--- src/rtl/compare_arbiter_pkg.sv ---
// Shared types and helpers for compare_arbiter.
//   state_e  : arbiter FSM state (idle, compare, response hold)
//   id_width : requester-id width derived from the requester count (min 1)
//   next_rr  : round-robin pointer advance, wrapping at num_req (not a power of two)
// Build option: define COMPARE_ARBITER_SIGNED_EN for two's-complement compares.
package compare_arbiter_pkg;

    typedef enum logic [1:0] {
        StIdle = 2'd0,
        StCmp  = 2'd1,
        StResp = 2'd2
    } state_e;

    function automatic int unsigned id_width(input int unsigned num_req);
        return (num_req > 1) ? $clog2(num_req) : 1;
    endfunction

    function automatic int unsigned next_rr(input int unsigned ptr, input int unsigned num_req);
        return (ptr + 1 >= num_req) ? 0 : ptr + 1;
    endfunction

endpackage

--- src/rtl/compare_arbiter_if.sv ---
// Request/response bundle between datapath clients and compare_arbiter.
//   req_valid/req_ready : per-requester handshake (req_ready is one-hot)
//   req_a/req_b         : packed operands, requester i at [i*DATA_WIDTH +: DATA_WIDTH]
//   rsp_*               : tagged result with valid/ready handshake
//   busy                : arbiter is not idle
// modport slave is the arbiter side, master the client/consumer side.
interface compare_arbiter_if #(
    parameter int unsigned DATA_WIDTH = 4,
    parameter int unsigned NUM_REQ    = 4
);
    import compare_arbiter_pkg::*;

    localparam int unsigned ID_W = id_width(NUM_REQ);

    logic [NUM_REQ-1:0]            req_valid;
    logic [NUM_REQ*DATA_WIDTH-1:0] req_a;
    logic [NUM_REQ*DATA_WIDTH-1:0] req_b;
    logic [NUM_REQ-1:0]            req_ready;
    logic                          rsp_valid;
    logic [ID_W-1:0]               rsp_id;
    logic                          rsp_gt;
    logic                          rsp_eq;
    logic                          rsp_lt;
    logic                          rsp_ready;
    logic                          busy;

    modport slave (
        input  req_valid, req_a, req_b, rsp_ready,
        output req_ready, rsp_valid, rsp_id, rsp_gt, rsp_eq, rsp_lt, busy
    );

    modport master (
        output req_valid, req_a, req_b, rsp_ready,
        input  req_ready, rsp_valid, rsp_id, rsp_gt, rsp_eq, rsp_lt, busy
    );

endinterface

--- src/rtl/mag_compare_core.sv ---
// Combinational magnitude comparator; exactly one of gt/eq/lt is high.
//   a, b       : operands (DATA_WIDTH bits)
//   gt, eq, lt : a > b, a == b, a < b
// Build option: COMPARE_ARBITER_SIGNED_EN selects a two's-complement compare,
// otherwise operands are unsigned.
module mag_compare_core #(
    parameter int unsigned DATA_WIDTH = 4
) (
    input  logic [DATA_WIDTH-1:0] a,
    input  logic [DATA_WIDTH-1:0] b,
    output logic                  gt,
    output logic                  eq,
    output logic                  lt
);

`ifdef COMPARE_ARBITER_SIGNED_EN
    assign gt = $signed(a) > $signed(b);
    assign lt = $signed(a) < $signed(b);
`else
    assign gt = a > b;
    assign lt = a < b;
`endif
    assign eq = (a == b);

endmodule

--- src/rtl/compare_arbiter.sv ---
// Round-robin arbiter sharing one registered magnitude comparator among
// NUM_REQ requesters.
//   clk  : rising-edge clock
//   rst  : asynchronous active-high reset
//   bus  : compare_arbiter_if.slave (requests in, tagged gt/eq/lt result out, busy)
// Flow: IDLE grants one requester and latches its operands, CMP registers the
// compare result, RESP holds it until rsp_ready. Accept at T gives rsp_valid at T+2.
// Build option: COMPARE_ARBITER_SIGNED_EN (signed compare, see mag_compare_core).
module compare_arbiter
    import compare_arbiter_pkg::*;
#(
    parameter int unsigned DATA_WIDTH = 4,
    parameter int unsigned NUM_REQ    = 4
) (
    input logic          clk,
    input logic          rst,
    compare_arbiter_if.slave bus
);

    localparam int unsigned ID_W = id_width(NUM_REQ);

    state_e                state_q, state_d;
    logic [ID_W-1:0]       rr_ptr_q, rr_ptr_d;
    logic [ID_W-1:0]       win_q, win_d;
    logic [DATA_WIDTH-1:0] a_q, a_d;
    logic [DATA_WIDTH-1:0] b_q, b_d;
    logic                  rsp_valid_q, rsp_valid_d;
    logic [ID_W-1:0]       rsp_id_q, rsp_id_d;
    logic                  gt_q, gt_d;
    logic                  eq_q, eq_d;
    logic                  lt_q, lt_d;

    logic                  found;
    logic [ID_W-1:0]       winner;
    logic [ID_W-1:0]       scan_idx;
    logic [NUM_REQ-1:0]    grant;
    logic                  cmp_gt, cmp_eq, cmp_lt;

    logic [DATA_WIDTH-1:0] a_arr [NUM_REQ];
    logic [DATA_WIDTH-1:0] b_arr [NUM_REQ];

    for (genvar g = 0; g < NUM_REQ; g++) begin : g_unpack
        assign a_arr[g] = bus.req_a[g*DATA_WIDTH +: DATA_WIDTH];
        assign b_arr[g] = bus.req_b[g*DATA_WIDTH +: DATA_WIDTH];
    end

    // First valid requester at or after rr_ptr, wrapping at NUM_REQ.
    always_comb begin
        found    = 1'b0;
        winner   = '0;
        scan_idx = '0;
        for (int unsigned off = 0; off < NUM_REQ; off++) begin
            scan_idx = ID_W'((32'(rr_ptr_q) + off) % NUM_REQ);
            if (!found && bus.req_valid[scan_idx]) begin
                found  = 1'b1;
                winner = scan_idx;
            end
        end
    end

    // Grant is combinational so the handshake completes in the selecting cycle;
    // masked during reset so nothing is accepted while the FSM is held.
    always_comb begin
        grant = '0;
        if (state_q == StIdle && found && !rst) begin
            grant[winner] = 1'b1;
        end
    end

    mag_compare_core #(
        .DATA_WIDTH(DATA_WIDTH)
    ) u_core (
        .a  (a_q),
        .b  (b_q),
        .gt (cmp_gt),
        .eq (cmp_eq),
        .lt (cmp_lt)
    );

    always_comb begin
        state_d     = state_q;
        rr_ptr_d    = rr_ptr_q;
        win_d       = win_q;
        a_d         = a_q;
        b_d         = b_q;
        rsp_valid_d = rsp_valid_q;
        rsp_id_d    = rsp_id_q;
        gt_d        = gt_q;
        eq_d        = eq_q;
        lt_d        = lt_q;
        unique case (state_q)
            StIdle: begin
                if (found) begin
                    win_d   = winner;
                    a_d     = a_arr[winner];
                    b_d     = b_arr[winner];
                    state_d = StCmp;
                end
            end
            StCmp: begin
                rsp_id_d    = win_q;
                gt_d        = cmp_gt;
                eq_d        = cmp_eq;
                lt_d        = cmp_lt;
                rsp_valid_d = 1'b1;
                state_d     = StResp;
            end
            StResp: begin
                if (bus.rsp_ready) begin
                    rsp_valid_d = 1'b0;
                    rr_ptr_d    = ID_W'(next_rr(32'(win_q), NUM_REQ));
                    state_d     = StIdle;
                end
            end
            default: state_d = StIdle;
        endcase
    end

    always_ff @(posedge clk or posedge rst) begin
        if (rst) begin
            state_q     <= StIdle;
            rr_ptr_q    <= '0;
            win_q       <= '0;
            a_q         <= '0;
            b_q         <= '0;
            rsp_valid_q <= 1'b0;
            rsp_id_q    <= '0;
            gt_q        <= 1'b0;
            eq_q        <= 1'b0;
            lt_q        <= 1'b0;
        end else begin
            state_q     <= state_d;
            rr_ptr_q    <= rr_ptr_d;
            win_q       <= win_d;
            a_q         <= a_d;
            b_q         <= b_d;
            rsp_valid_q <= rsp_valid_d;
            rsp_id_q    <= rsp_id_d;
            gt_q        <= gt_d;
            eq_q        <= eq_d;
            lt_q        <= lt_d;
        end
    end

    assign bus.req_ready = grant;
    assign bus.rsp_valid = rsp_valid_q;
    assign bus.rsp_id    = rsp_id_q;
    assign bus.rsp_gt    = gt_q;
    assign bus.rsp_eq    = eq_q;
    assign bus.rsp_lt    = lt_q;
    assign bus.busy      = (state_q != StIdle);

endmodule

--- src/flat_wrapper.sv ---
// flat-port wrapper written by rule: the top's interface ports become plain ports
module compare_arbiter_flat import compare_arbiter_pkg::*;
#(
    parameter int unsigned DATA_WIDTH = 4,
    parameter int unsigned NUM_REQ    = 4
)
  (clk, rst, bus_req_valid, bus_req_a, bus_req_b, bus_rsp_ready, bus_req_ready, bus_rsp_valid, bus_rsp_id, bus_rsp_gt, bus_rsp_eq, bus_rsp_lt, bus_busy);
  compare_arbiter_if #(.DATA_WIDTH(DATA_WIDTH), .NUM_REQ(NUM_REQ)) bus_i ();
  input logic clk;
  input logic rst;
  input wire logic [$bits(bus_i.req_valid)-1:0] bus_req_valid;
  input wire logic [$bits(bus_i.req_a)-1:0] bus_req_a;
  input wire logic [$bits(bus_i.req_b)-1:0] bus_req_b;
  input wire logic [$bits(bus_i.rsp_ready)-1:0] bus_rsp_ready;
  output wire logic [$bits(bus_i.req_ready)-1:0] bus_req_ready;
  output wire logic [$bits(bus_i.rsp_valid)-1:0] bus_rsp_valid;
  output wire logic [$bits(bus_i.rsp_id)-1:0] bus_rsp_id;
  output wire logic [$bits(bus_i.rsp_gt)-1:0] bus_rsp_gt;
  output wire logic [$bits(bus_i.rsp_eq)-1:0] bus_rsp_eq;
  output wire logic [$bits(bus_i.rsp_lt)-1:0] bus_rsp_lt;
  output wire logic [$bits(bus_i.busy)-1:0] bus_busy;
  assign bus_i.req_valid = bus_req_valid;
  assign bus_i.req_a = bus_req_a;
  assign bus_i.req_b = bus_req_b;
  assign bus_i.rsp_ready = bus_rsp_ready;
  assign bus_req_ready = bus_i.req_ready;
  assign bus_rsp_valid = bus_i.rsp_valid;
  assign bus_rsp_id = bus_i.rsp_id;
  assign bus_rsp_gt = bus_i.rsp_gt;
  assign bus_rsp_eq = bus_i.rsp_eq;
  assign bus_rsp_lt = bus_i.rsp_lt;
  assign bus_busy = bus_i.busy;
  compare_arbiter #(.DATA_WIDTH(DATA_WIDTH), .NUM_REQ(NUM_REQ)) u_core (.clk(clk), .rst(rst), .bus(bus_i));
endmodule
--- config.mk ---
export PLATFORM = sky130hd
export DESIGN_NAME = compare_arbiter_flat
export DESIGN_NICKNAME = d
export VERILOG_FILES = /design/src/rtl/compare_arbiter_pkg.sv /design/src/rtl/compare_arbiter_if.sv /design/src/rtl/mag_compare_core.sv /design/src/rtl/compare_arbiter.sv /design/src/flat_wrapper.sv
export SDC_FILE = /design/constraint.sdc
export NUM_CORES = 1
export LEC_CHECK = 0
export BUFFER_PORTS_ARGS = -buffer_cell sky130_fd_sc_hd__clkbuf_2
export CAP_MARGIN = 20
export CORE_MARGIN = 1
export CORE_UTILIZATION = 50
export CTS_CLUSTER_DIAMETER = 60
export DETAILED_ROUTE_END_ITERATION = 16
export PLACE_DENSITY = 0.92
export SLEW_MARGIN = 20
export SYNTH_ARGS = -nofsm -noshare
export SYNTH_HDL_FRONTEND = slang
export SYNTH_SLANG_ARGS = --single-unit
--- constraint.sdc ---
create_clock -name clk -period 2.2 [get_ports clk]
set_input_delay 0.22 -clock clk [delete_from_list [all_inputs] [get_ports clk]]
set_output_delay 0.22 -clock clk [all_outputs]
set_load 0.02 [all_outputs]
==> results of run 1 <==
==> critical path, stage by stage, from the launching register on <==
cell and delay (ns):
dfrtp_1 0.43, or2_1 0.25, a31o_2 0.32, nor4b_1 0.31
clkbuf_2 0.22
==> per-layer routing <==
metal / GRT usage [%] / vias up / routed length (um) / share of wire (%)
met3: 3.87 / 4 / 168 / 6.4
li1: - / 520 / - / -
met5: 0 / - / 0 / 0
met2: 43.6 / 46 / 1400 / 53
met4: 8.80 / 0 / 40 / 1.5
met1: 25.5 / 500 / 1030 / 39
==> through the flow <==
step / std cells / power [W]
global placement: 189 / 0.00165
CTS: 194 / 0.00204
detailed placement: 189 / 0.00174
finish: 194 / 0.00203
global route: 194 / 0.00218
floorplan: 115 / 0.00146
==> worst paths after layout <==
kind | endpoint | slack, ns | cells past startpoint
setup reg to reg | u_core.a_q[0] | 0.38 | 6
max in group asynchronous | u_core.rr_ptr_q[0] | 1.49 | 4
hold / removal | u_core.state_q[1] | 0.09 | 2
setup / recovery | bus_req_ready[2] | 0.14 | 4
min in group asynchronous | u_core.bus.rsp_lt | 0.49 | 4
hold reg to reg | u_core.bus.rsp_eq | 0.51 | 2
==> layout by cell type, fill, tap and decap left out, types with 3 or more instances in the layout <==
| cell type | Yosys | final |
|---|---|---|
| clkbuf_2 | 0 | 49 |
| dfrtp_1 | 20 | 20 |
| mux2i_1 | 16 | 16 |
| nand2_1 | 14 | 14 |
| inv_1 | 8 | 8 |
| o221ai_1 | 8 | 8 |
| nand2b_1 | 7 | 7 |
| o21ai_0 | 5 | 5 |
| mux2_2 | 5 | 5 |
| ha_1 | 5 | 5 |
| a21oi_1 | 4 | 4 |
| clkbuf_4 | 0 | 3 |
==> final cells by class <==
class	count	area share, %
Multi-Input combinational cell	81	41.0
Sequential cell	20	33.1
Timing Repair Buffer	52	17.9
Tap cell	28	2.32
Inverter	9	2.23
Clock inverter	1	1.99
Clock buffer	3	1.49
==> registers in the layout (all words and copies together) (netlist names) <==
register,count
u_core.b_q,4
u_core.win_q,2
u_core.a_q,4
u_core.state_q,2
u_core.bus.rsp_lt,1
u_core.bus.rsp_id,2
u_core.bus.rsp_eq,1
u_core.bus.rsp_gt,1
u_core.bus.rsp_valid,1
u_core.rr_ptr_q,2
==> cells by family (layout without fill, tap and decap cells) <==
kind of cell | count (synthesis) | in the layout | synth area share [%]
compound gates | 23 | 23 | 14.1
buf+inv | 14 | 65 | 5.88
flops | 20 | 20 | 42.0
simple gates | 32 | 32 | 14.6
fa+ha+maj | 5 | 5 | 5.25
mux | 21 | 21 | 18.2
==> power groups by stage <==
stage | sequential (W) | clock [W] | combinational, W
after floorplan | 0.000718 | 0 | 0.000744
after global placement | 0.000666 | 0 | 0.000981
after detailed placement | 0.000689 | 0 | 0.00105
after CTS | 0.000680 | 0.000309 | 0.00105
after global routing | 0.000704 | 0.000321 | 0.00115
final | 0.000684 | 0.000305 | 0.00104
==> flow_metrics.tcl, run 1 <==
set metrics [dict create \
    post_synth_inst_count 115 \
    synthFlopType "dfrtp_1" \
    finalHoldViolations 0 \
    power-per-cell-area_nw_per_um2 1340 \
    hpwlAfterDp_um 2140 \
    width_of_the_chip_um 50.8 \
    numClockSinks 20 \
    p_leak_nw 0.793 \
    insertedDiodeCount 0 \
    dpl_worst_slack_ns 0.383 \
    worst_skew_pair.late_latency_ns 0.31 \
    run_status "finished, final reports clean" \
    cell_types_occupying_the_most_area_after_synthesis "dfrtp_1 (42%), mux2i_1 (13%), o221ai_1 (5.9%)" \
    worstSetupStartpointType "flip-flop" \
    detailed_place.area_um2 1450 \
    end_kind "primary output" \
    max_cap_viol_count 0 \
    crit_arrival_ns 1.84 \
    total_switching_power_w 0.000832 \
    number_of_gates_given_a_new_drive_strength_after_cts 0 \
    reg2reg_from "u_core.rr_ptr_q[1]" \
    final-max-slew-violation-count 0 \
    cts_post_setup_buffers_inserted 0 \
    seqCellArea_um2 500 \
    hp-class "input port to flip-flop" \
    vias_in_the_first_global_route 1077 \
    layout.core_utilization_pct 67.7 \
    grt_antenna_before_repair 0 \
    seq_power_share_pct 33.7 \
    post_route_cells_drive_above_1_share_pct 39.8 \
    power.share.switching_pct 41.0 \
    post_synth_instance_area_um2 1190 \
    num_io_pins 50 \
    grt_first_pass_wirelength_um 4410 \
    globalRoute.totalOverflow 0 \
    wire_per_inst_um 13.6 \
    syn_nets 159 \
    period_needed_ns 2.06 \
    detailedRoute.firstIterationViolations 9 \
    cts-hold-fix-buffers 1 \
    die_area_um2 2580 \
    final.hold.worst_slack_ns 0.0949 \
    die_h_um 50.8 \
    vias_per_cell 5.52 \
    worst_clock_skew_ns 0.00957 \
    numPortBuffers 49 \
    critical_path.max_fanout 13 \
    gr_usage_total_pct 23.0 \
    tns_setup_ns 0 \
    yosys_register_bits 20 \
    syn_area_per_cell_um2 10.4 \
    post-route-worst-setup-slack_ns 0.138 \
    pwr-share-clk_pct 15.0 \
    synth_largest_type_area_fraction_pct 42.0 \
    yosys-top-cells-count "dfrtp_1 (20), mux2i_1 (16), nand2_1 (14), inv_1 (8), o221ai_1 (8)" \
    cts_tree "built" \
    finalSetupViolCount 0 \
    max_root_sink_buffers 2 \
    floorplan.initialDensity_pct 53.3 \
    worstMarginPinSlew_ns 0.355 \
    achievable-frequency_mhz 485 \
    fin_nets 211 \
    post_synth_edffs 0 \
    filler_cell_count 202 \
    worstPathRequired_ns 1.98 \
    ir_drop_v 0.000716 \
    synthDistinctLibCells 29 \
    synth.yosys.warnings 0 \
    clkTransAtPathRegs_ns 0.12 \
    final_design_area_no_fill_um2 1510 \
    drt-total-wl_um 2640 \
    post-synth-top-count-cell "dfrtp_1" \
    grt_start_max_net_pins 22 \
    ys_async_sr_fraction_pct 100 \
    slew_headroom_pct 76.3 \
    drt_pass1_iterations 4 \
    p_int_w 0.00119 \
    synth_top_area_cell "dfrtp_1" \
    floorplan.core_area_um2 2230 \
    htree_levels 1 \
    crit_type "flip-flop to primary output" \
    min_period_over_period_pct 93.7 \
    rsz_0062_raised_after_global_routing "false" \
    critical_path.startpoint "u_core.state_q[1]" \
    cts_root_buffer "clkbuf_4" \
    place.gp.congestion 0.762 \
    dr_total_vias 1070 \
    areaGrowthSynthToFinish_pct 27.0 \
    ys_seq_area_share_pct 42.0 \
    cts_made_buffers 3 \
    multi_input_area_um2 621 \
    pwr-share-comb_pct 51.2 \
    placement_rows 17 \
    postRouteAntennaNets 0 \
    worstHoldStart "bus_rsp_ready" \
    drcViolationCount 0 \
]
(Power assumes the default switching activity.)
==> run 2: changes to the inputs <==
--- a/config.mk
+++ b/config.mk
@@ -5,13 +5,15 @@
 export SDC_FILE = /design/constraint.sdc
 export NUM_CORES = 1
 export LEC_CHECK = 0
+export ABC_AREA = 1
 export BUFFER_PORTS_ARGS = -buffer_cell sky130_fd_sc_hd__clkbuf_2
 export CAP_MARGIN = 20
+export CORE_ASPECT_RATIO = 2
 export CORE_MARGIN = 1
 export CORE_UTILIZATION = 50
 export CTS_CLUSTER_DIAMETER = 60
 export DETAILED_ROUTE_END_ITERATION = 16
-export PLACE_DENSITY = 0.92
+export PLACE_DENSITY = 0.88
 export SLEW_MARGIN = 20
 export SYNTH_ARGS = -nofsm -noshare
 export SYNTH_HDL_FRONTEND = slang
==> run 2 against run 1 <==
- the flow now finishes with violations (negative setup slack)
- routed wire length rose by 67%
- worst hold slack lost 0.039 ns
- first-iteration DRC count grew to 8.8 times the previous value
- combinational power increased to 3.1 times the previous value
- clock power down 8.2%
- die area rose by 26%
- synthesized cell count up 110%
- critical path type unchanged
- power grew 110%
- fmax down 9.5%
- via count rose by 64%
- clock-buffer cell count rose by 1
==> flow_metrics.tcl, run 2 <==
set metrics [dict create \
    detailed_place.area_um2 1790 \
    final-max-slew-violation-count 0 \
    seq_power_share_pct 16.4 \
    placement_rows 27 \
    ir_drop_v 0.00137 \
    cell_types_occupying_the_most_area_after_synthesis "dfrtp_1 (33%), nand2_1 (32%), nand3_1 (6.7%)" \
    min_period_over_period_pct 104 \
    power-per-cell-area_nw_per_um2 1960 \
    r2r.worst_path.cells 16 \
    end_kind "primary output" \
    areaGrowthSynthToFinish_pct 41.1 \
    p_leak_nw 1.25 \
    numClockSinks 20 \
    width_of_the_chip_um 40.8 \
    drcViolationCount 0 \
    cts_made_buffers 3 \
    vias_per_cell 5.28 \
    synth_largest_type_area_fraction_pct 33.3 \
    failed_checks "negative setup slack" \
    htree_levels 1 \
    worstSetupStartpointType "flip-flop" \
    vias_in_the_first_global_route 1419 \
    run_status "complete, but fails checks" \
    syn_area_per_cell_um2 6.35 \
    critical_path.max_fanout 5 \
    die_h_um 79.6 \
    worst_skew_pair.late_latency_ns 0.26 \
    post-route-worst-setup-slack_ns -0.0776 \
    dr_total_vias 1753 \
    finalHoldViolations 0 \
    floorplan.core_area_um2 2800 \
    achievable-frequency_mhz 439 \
    numPortBuffers 49 \
    place.gp.congestion 0.949 \
    post_route_cells_drive_above_1_share_pct 39.3 \
    detailedRoute.firstIterationViolations 79 \
    die_area_um2 3250 \
    rsz_0062_raised_after_global_routing "true" \
    post_synth_inst_count 237 \
    pwr-share-comb_pct 76.9 \
    max_cap_viol_count 0 \
    crit_type "flip-flop to primary output" \
    hp-class "input port to asynchronous set/reset pin" \
    insertedDiodeCount 0 \
    cts_tree "built" \
    wire_per_inst_um 13.2 \
    ys_async_sr_fraction_pct 100 \
    grt_start_max_net_pins 21 \
    drt-total-wl_um 4390 \
    drt_pass1_iterations 4 \
    synthDistinctLibCells 26 \
    cts_root_buffer "clkbuf_8" \
    postRouteAntennaNets 0 \
    slew_headroom_pct 71.1 \
    num_io_pins 50 \
    post-synth-top-count-cell "nand2_1" \
    cts-hold-fix-buffers 0 \
    dpl_worst_slack_ns 0.114 \
    worstMarginPinSlew_ns 0.433 \
    largest_registers "u_core.a_q x4, u_core.b_q x4" \
    synthFlopType "dfrtp_1" \
    post_synth_edffs 0 \
    grt_antenna_before_repair 0 \
    yosys_register_bits 20 \
    filler_cell_count 221 \
    fin_nets 348 \
    period_needed_ns 2.28 \
    crit_arrival_ns 2.06 \
    hpwlAfterDp_um 2770 \
    yosys-top-cells-count "nand2_1 (127), dfrtp_1 (20), nand3_1 (20), inv_1 (17), nand2_2 (7)" \
    mostFrequentLayoutCell "nand2_1" \
    power.share.switching_pct 53.6 \
    post_synth_instance_area_um2 1510 \
    final_design_area_no_fill_um2 2120 \
    floorplan.initialDensity_pct 53.7 \
    synth.yosys.warnings 0 \
    globalRoute.totalOverflow 0 \
    grt_first_pass_wirelength_um 5940 \
    gr_usage_total_pct 25.4 \
    mostFrequentLayoutCells "nand2_1 (112), clkbuf_2 (45), buf_4 (20), nand3_1 (18), dfrtp_1 (18)" \
    p_int_w 0.00193 \
    pwr-share-clk_pct 6.7 \
    clkTransAtPathRegs_ns 0.07 \
    worstPathRequired_ns 1.98 \
    total_switching_power_w 0.00223 \
    worst_clock_skew_ns 0.00517 \
    ys_seq_area_share_pct 33.3 \
    syn_nets 281 \
    max_root_sink_buffers 2 \
    finalSetupViolCount 4 \
    synth_top_area_cell "dfrtp_1" \
]
## run 2: cell types whose count changed after synthesis, sizes merged, moves of 2 or more
cell	delta
or2	-2
nor4b	-2
nor2	+6
inv	+11
nor3	+4
buf	+2
nor2b	-2
nand3	+23
mux2	-5
nand2	+121
mux2i	-16
o221ai	-8
nand2b	-7
## run 2: layer usage
layer  vias up  track usage [%]  routed length [um]
li1        869                -                   -
met1       786             29.8                1680
met2        79             43.3                2320
met3        19             2.51                 205
met4         0             10.0                 185
met5         -                0                   0
## run 2: layout make-up
cell class	instances	area [um2]	share of cell area (%)
clock buffers	4	55.1	2.59
inverters	21	81.3	3.83
flip-flops and latches	20	503	23.7
well taps	29	36.3	1.71
multi-input cells	189	1030	48.4
repair buffers	69	420	19.8
## run 2: logic make-up after synthesis
family,share of synthesized area (%)
simple gates,48.5
buf+inv,9.06
flops,33.3
compound gates,5.07
fa+ha+maj,4.16
## run 2: critical path, cell delays in order (launching register included)
cell and delay, ns:
dfrtp_2 0.45, buf_6 0.15, nand2_4 0.08, nand3_1 0.14
nand2_4 0.14, inv_2 0.06, nand3_4 0.08, nor2_4 0.05
nor2_4 0.15, inv_2 0.09, nor3_2 0.21, buf_4 0.18
## run 2: repair_timing
| action | in CTS | in global routing |
|---|---|---|
| setup endpoints to repair | 4 | 5 |
| cloned | 0 | 1 |
| buffers inserted | 6 | 6 |
| pin swaps | 2 | 17 |
| gates resized for setup | 14 | 44 |
## run 2: power groups by stage
stage	logic [W]	registers (W)	clock network, W
floorplan	0.00188	0.000713	0
global placement	0.00236	0.000662	0
detailed placement	0.00241	0.000671	0
CTS	0.00270	0.000663	0.000274
global route	0.00353	0.000708	0.000300
finish	0.00320	0.000684	0.000280
## run 2: per-stage QoR
stage / instances / utilization [%] / hold WS, ns / power, W / TNS [ns]
finish: 332 / 75.8 / 0.0558 / 0.00416 / -0.231
global route: 332 / 75.8 / 0.0804 / 0.00454 / -0.533
CTS: 326 / 69.2 / 0.0111 / 0.00364 / -0.00731
detailed placement: 316 / 63.8 / 0.261 / 0.00308 / 0
global placement: 316 / 63.8 / 0.271 / 0.00302 / 0
floorplan: 237 / - / 0.192 / 0.00259 / 0
## run 2: path summary, 6_finish.rpt
kind	startpoint	end	slack (ns)
worst min-delay path	rst	u_core.b_q[1]	0.06
worst max register to register	u_core.rr_ptr_q[0]	u_core.b_q[1]	0.15
worst min register to register	u_core.bus.rsp_id[0]	u_core.bus.rsp_id[0]	0.47
min in group clk	bus_rsp_ready	u_core.state_q[1]	0.17
max in group asynchronous	rst	u_core.rr_ptr_q[1]	1.92
worst max-delay path	u_core.rr_ptr_q[0]	bus_req_ready[0]	-0.08
==> run 3: changes to the inputs <==
--- a/config.mk
+++ b/config.mk
@@ -8,12 +8,15 @@
 export ABC_AREA = 1
 export BUFFER_PORTS_ARGS = -buffer_cell sky130_fd_sc_hd__clkbuf_2
 export CAP_MARGIN = 20
+export CELL_PAD_IN_SITES_DETAIL_PLACEMENT = 1
+export CELL_PAD_IN_SITES_GLOBAL_PLACEMENT = 1
 export CORE_ASPECT_RATIO = 2
 export CORE_MARGIN = 1
-export CORE_UTILIZATION = 50
+export CORE_UTILIZATION = 34
 export CTS_CLUSTER_DIAMETER = 60
 export DETAILED_ROUTE_END_ITERATION = 16
 export PLACE_DENSITY = 0.88
+export SKIP_LAST_GASP = 1
 export SLEW_MARGIN = 20
 export SYNTH_ARGS = -nofsm -noshare
 export SYNTH_HDL_FRONTEND = slang
==> constraint.sdc (replaced) <==
create_clock -name clk -period 2.5 [get_ports clk]
set_input_delay 0.25 -clock clk [delete_from_list [all_inputs] [get_ports clk]]
set_output_delay 0.25 -clock clk [all_outputs]
set_load 0.02 [all_outputs]
==> run 3 against run 2 <==
- the run now ends clean
- design area down 9.2%
- utilization down 30 points
- clock power up 19%
- sequential cell count unchanged
- register-to-register slack better by 0.30 ns
- combinational power down 29%
- sequential power down 10%
- largest power group unchanged
==> flow_metrics.tcl, run 3 (synthesized netlist as in run 2, its figures left out) <==
set metrics [dict create \
    cts_root_buffer "clkbuf_8" \
    vias_per_cell 4.79 \
    dpl.cell_count 338 \
    floorplan.initialDensity_pct 36.1 \
    postRouteAntennaNets 0 \
    period_needed_ns 2.45 \
    max_cap_viol_count 0 \
    worstMarginPinSlew_ns 0.447 \
    drt-total-wl_um 4330 \
    critical_path.startpoint "u_core.rr_ptr_q[0]" \
    slew_headroom_pct 70.1 \
    finish.cell_count_without_fillers 346 \
    place.gp.congestion 0.815 \
    grt_antenna_before_repair 0 \
    cts_made_buffers 3 \
    die_area_um2 4710 \
    final_design_area_no_fill_um2 1930 \
    numClockSinks 20 \
    achievable-frequency_mhz 409 \
    rsz_0062_raised_after_global_routing "true" \
    post-route-worst-setup-slack_ns 0.0545 \
    hp-class "input port to flip-flop" \
    numPortBuffers 49 \
    globalRoute.totalOverflow 0 \
    post_route_cells_drive_above_1_share_pct 27.9 \
    cts_tree "built" \
    worst_clock_skew_ns 0.00325 \
    vias_in_the_first_global_route 1672 \
    areaGrowthSynthToFinish_pct 28.1 \
    dpl_worst_slack_ns 0.0969 \
    fin_nets 339 \
    filler_cell_count 596 \
    worstHoldStart "bus_rsp_ready" \
    detailed_place.area_um2 1810 \
    grt_start_max_net_pins 22 \
    worstSetupStartpointType "flip-flop" \
    clkTransAtPathRegs_ns 0.08 \
    largest_registers "u_core.a_q x4, u_core.b_q x4" \
    worst_skew_pair.late_latency_ns 0.27 \
    finalHoldViolations 0 \
    die_h_um 96.1 \
    hpwlAfterDp_um 3370 \
    max_root_sink_buffers 2 \
    width_of_the_chip_um 49.1 \
    worstPathRequired_ns 2.25 \
    wire_per_inst_um 12.5 \
    mostFrequentLayoutCell "nand2_1" \
    insertedDiodeCount 0 \
    drcViolationCount 0 \
    critical_path.max_fanout 10 \
    dr_total_vias 1658 \
    run_status "finished, final reports clean" \
    min_period_over_period_pct 97.8 \
    drt_pass1_iterations 4 \
    end_kind "primary output" \
    finalSetupViolCount 0 \
    layout.core_utilization_pct 46.2 \
    mostFrequentLayoutCells "nand2_1 (127), clkbuf_2 (49), nand3_1 (20), dfrtp_1 (19), inv_1 (17)" \
    p_leak_nw 1.17 \
    detailedRoute.firstIterationViolations 14 \
    placement_rows 33 \
    crit_type "flip-flop to primary output" \
    htree_levels 1 \
    num_io_pins 50 \
    gr_usage_total_pct 20.7 \
    crit_arrival_ns 2.20 \
    final-max-slew-violation-count 0 \
    floorplan.core_area_um2 4170 \
    ir_drop_v 0.000908 \
    reg2reg_from "u_core.rr_ptr_q[0]" \
    power-per-cell-area_nw_per_um2 1660 \
    grt_first_pass_wirelength_um 7440 \
]
-- run 3: cell count changes in the layout (fill, tap and decap cells not counted), sizes merged --
cell         previous run  this run
clkinv                  0         1
clkbuf                 49        52
inv                    21        20
buf                    24        10
dlygate4sd3             0         1
bufinv                  0         1
-- run 3: worst paths after layout --
check / slack [ns] / cells past startpoint / to
max: 0.05 / 10 / bus_req_ready[3]
min: 0.21 / 2 / u_core.state_q[1]
max reg2reg: 0.45 / 14 / u_core.b_q[1]
min reg2reg: 0.48 / 2 / u_core.bus.rsp_id[1]
max in group asynchronous: 1.73 / 4 / u_core.rr_ptr_q[0]
min in group asynchronous: 0.53 / 4 / u_core.bus.rsp_eq
-- run 3: layout make-up --
type	count	area, um2	area share (%)
clock buffers	3	41.3	2.14
clock inverters	1	30.0	1.56
inverters	21	78.8	4.09
multi-input cells	189	881	45.7
flip-flops and latches	20	502	26.0
well taps	52	65.1	3.37
repair buffers	60	330	17.1
-- run 3: where the power goes --
group	total (W)	switching, W	internal (W)	leakage (nW)
Sequential	0.000614	0.000125	0.000488	0.245
Combinational	0.00226	0.00147	0.000789	0.885
Clock	0.000333	0.000119	0.000214	0.0357
-- run 3: repair_timing --
item / in CTS / in global routing
buffers inserted: 0 / 3
hold buffers: 1 / 0
endpoints found under the hold margin: 20 / 0
endpoints found under the setup margin: 4 / 4
gates resized for setup: 3 / 1
-- run 3: routing by layer --
layer	track usage, %	vias to the layer above	share of wire (%)
met5	0	-	0
met4	10.0	0	2.7
met3	0.948	7	1.8
met2	42.6	39	60
met1	20.4	764	36
li1	-	848	-
-- run 3: critical path, cell delays in order, from the launching register on --
cell and delay, ns:
dfrtp_2 0.48, buf_4 0.17, nand2_1 0.07, nand2_2 0.09, o21ai_1 0.25, nand3b_1 0.15
nand2_1 0.07, clkinv_1 0.07, nand2_1 0.12, nor3_1 0.23, clkbuf_2 0.22
-- run 3: per-stage QoR --
step                hold WS [ns]  total power [W]  setup TNS (ns)
floorplan                  0.222          0.00228               0
global placement           0.268          0.00271               0
detailed placement         0.278          0.00278               0
CTS                        0.207          0.00319               0
global route               0.210          0.00360          -0.335
finish                     0.207          0.00321               0
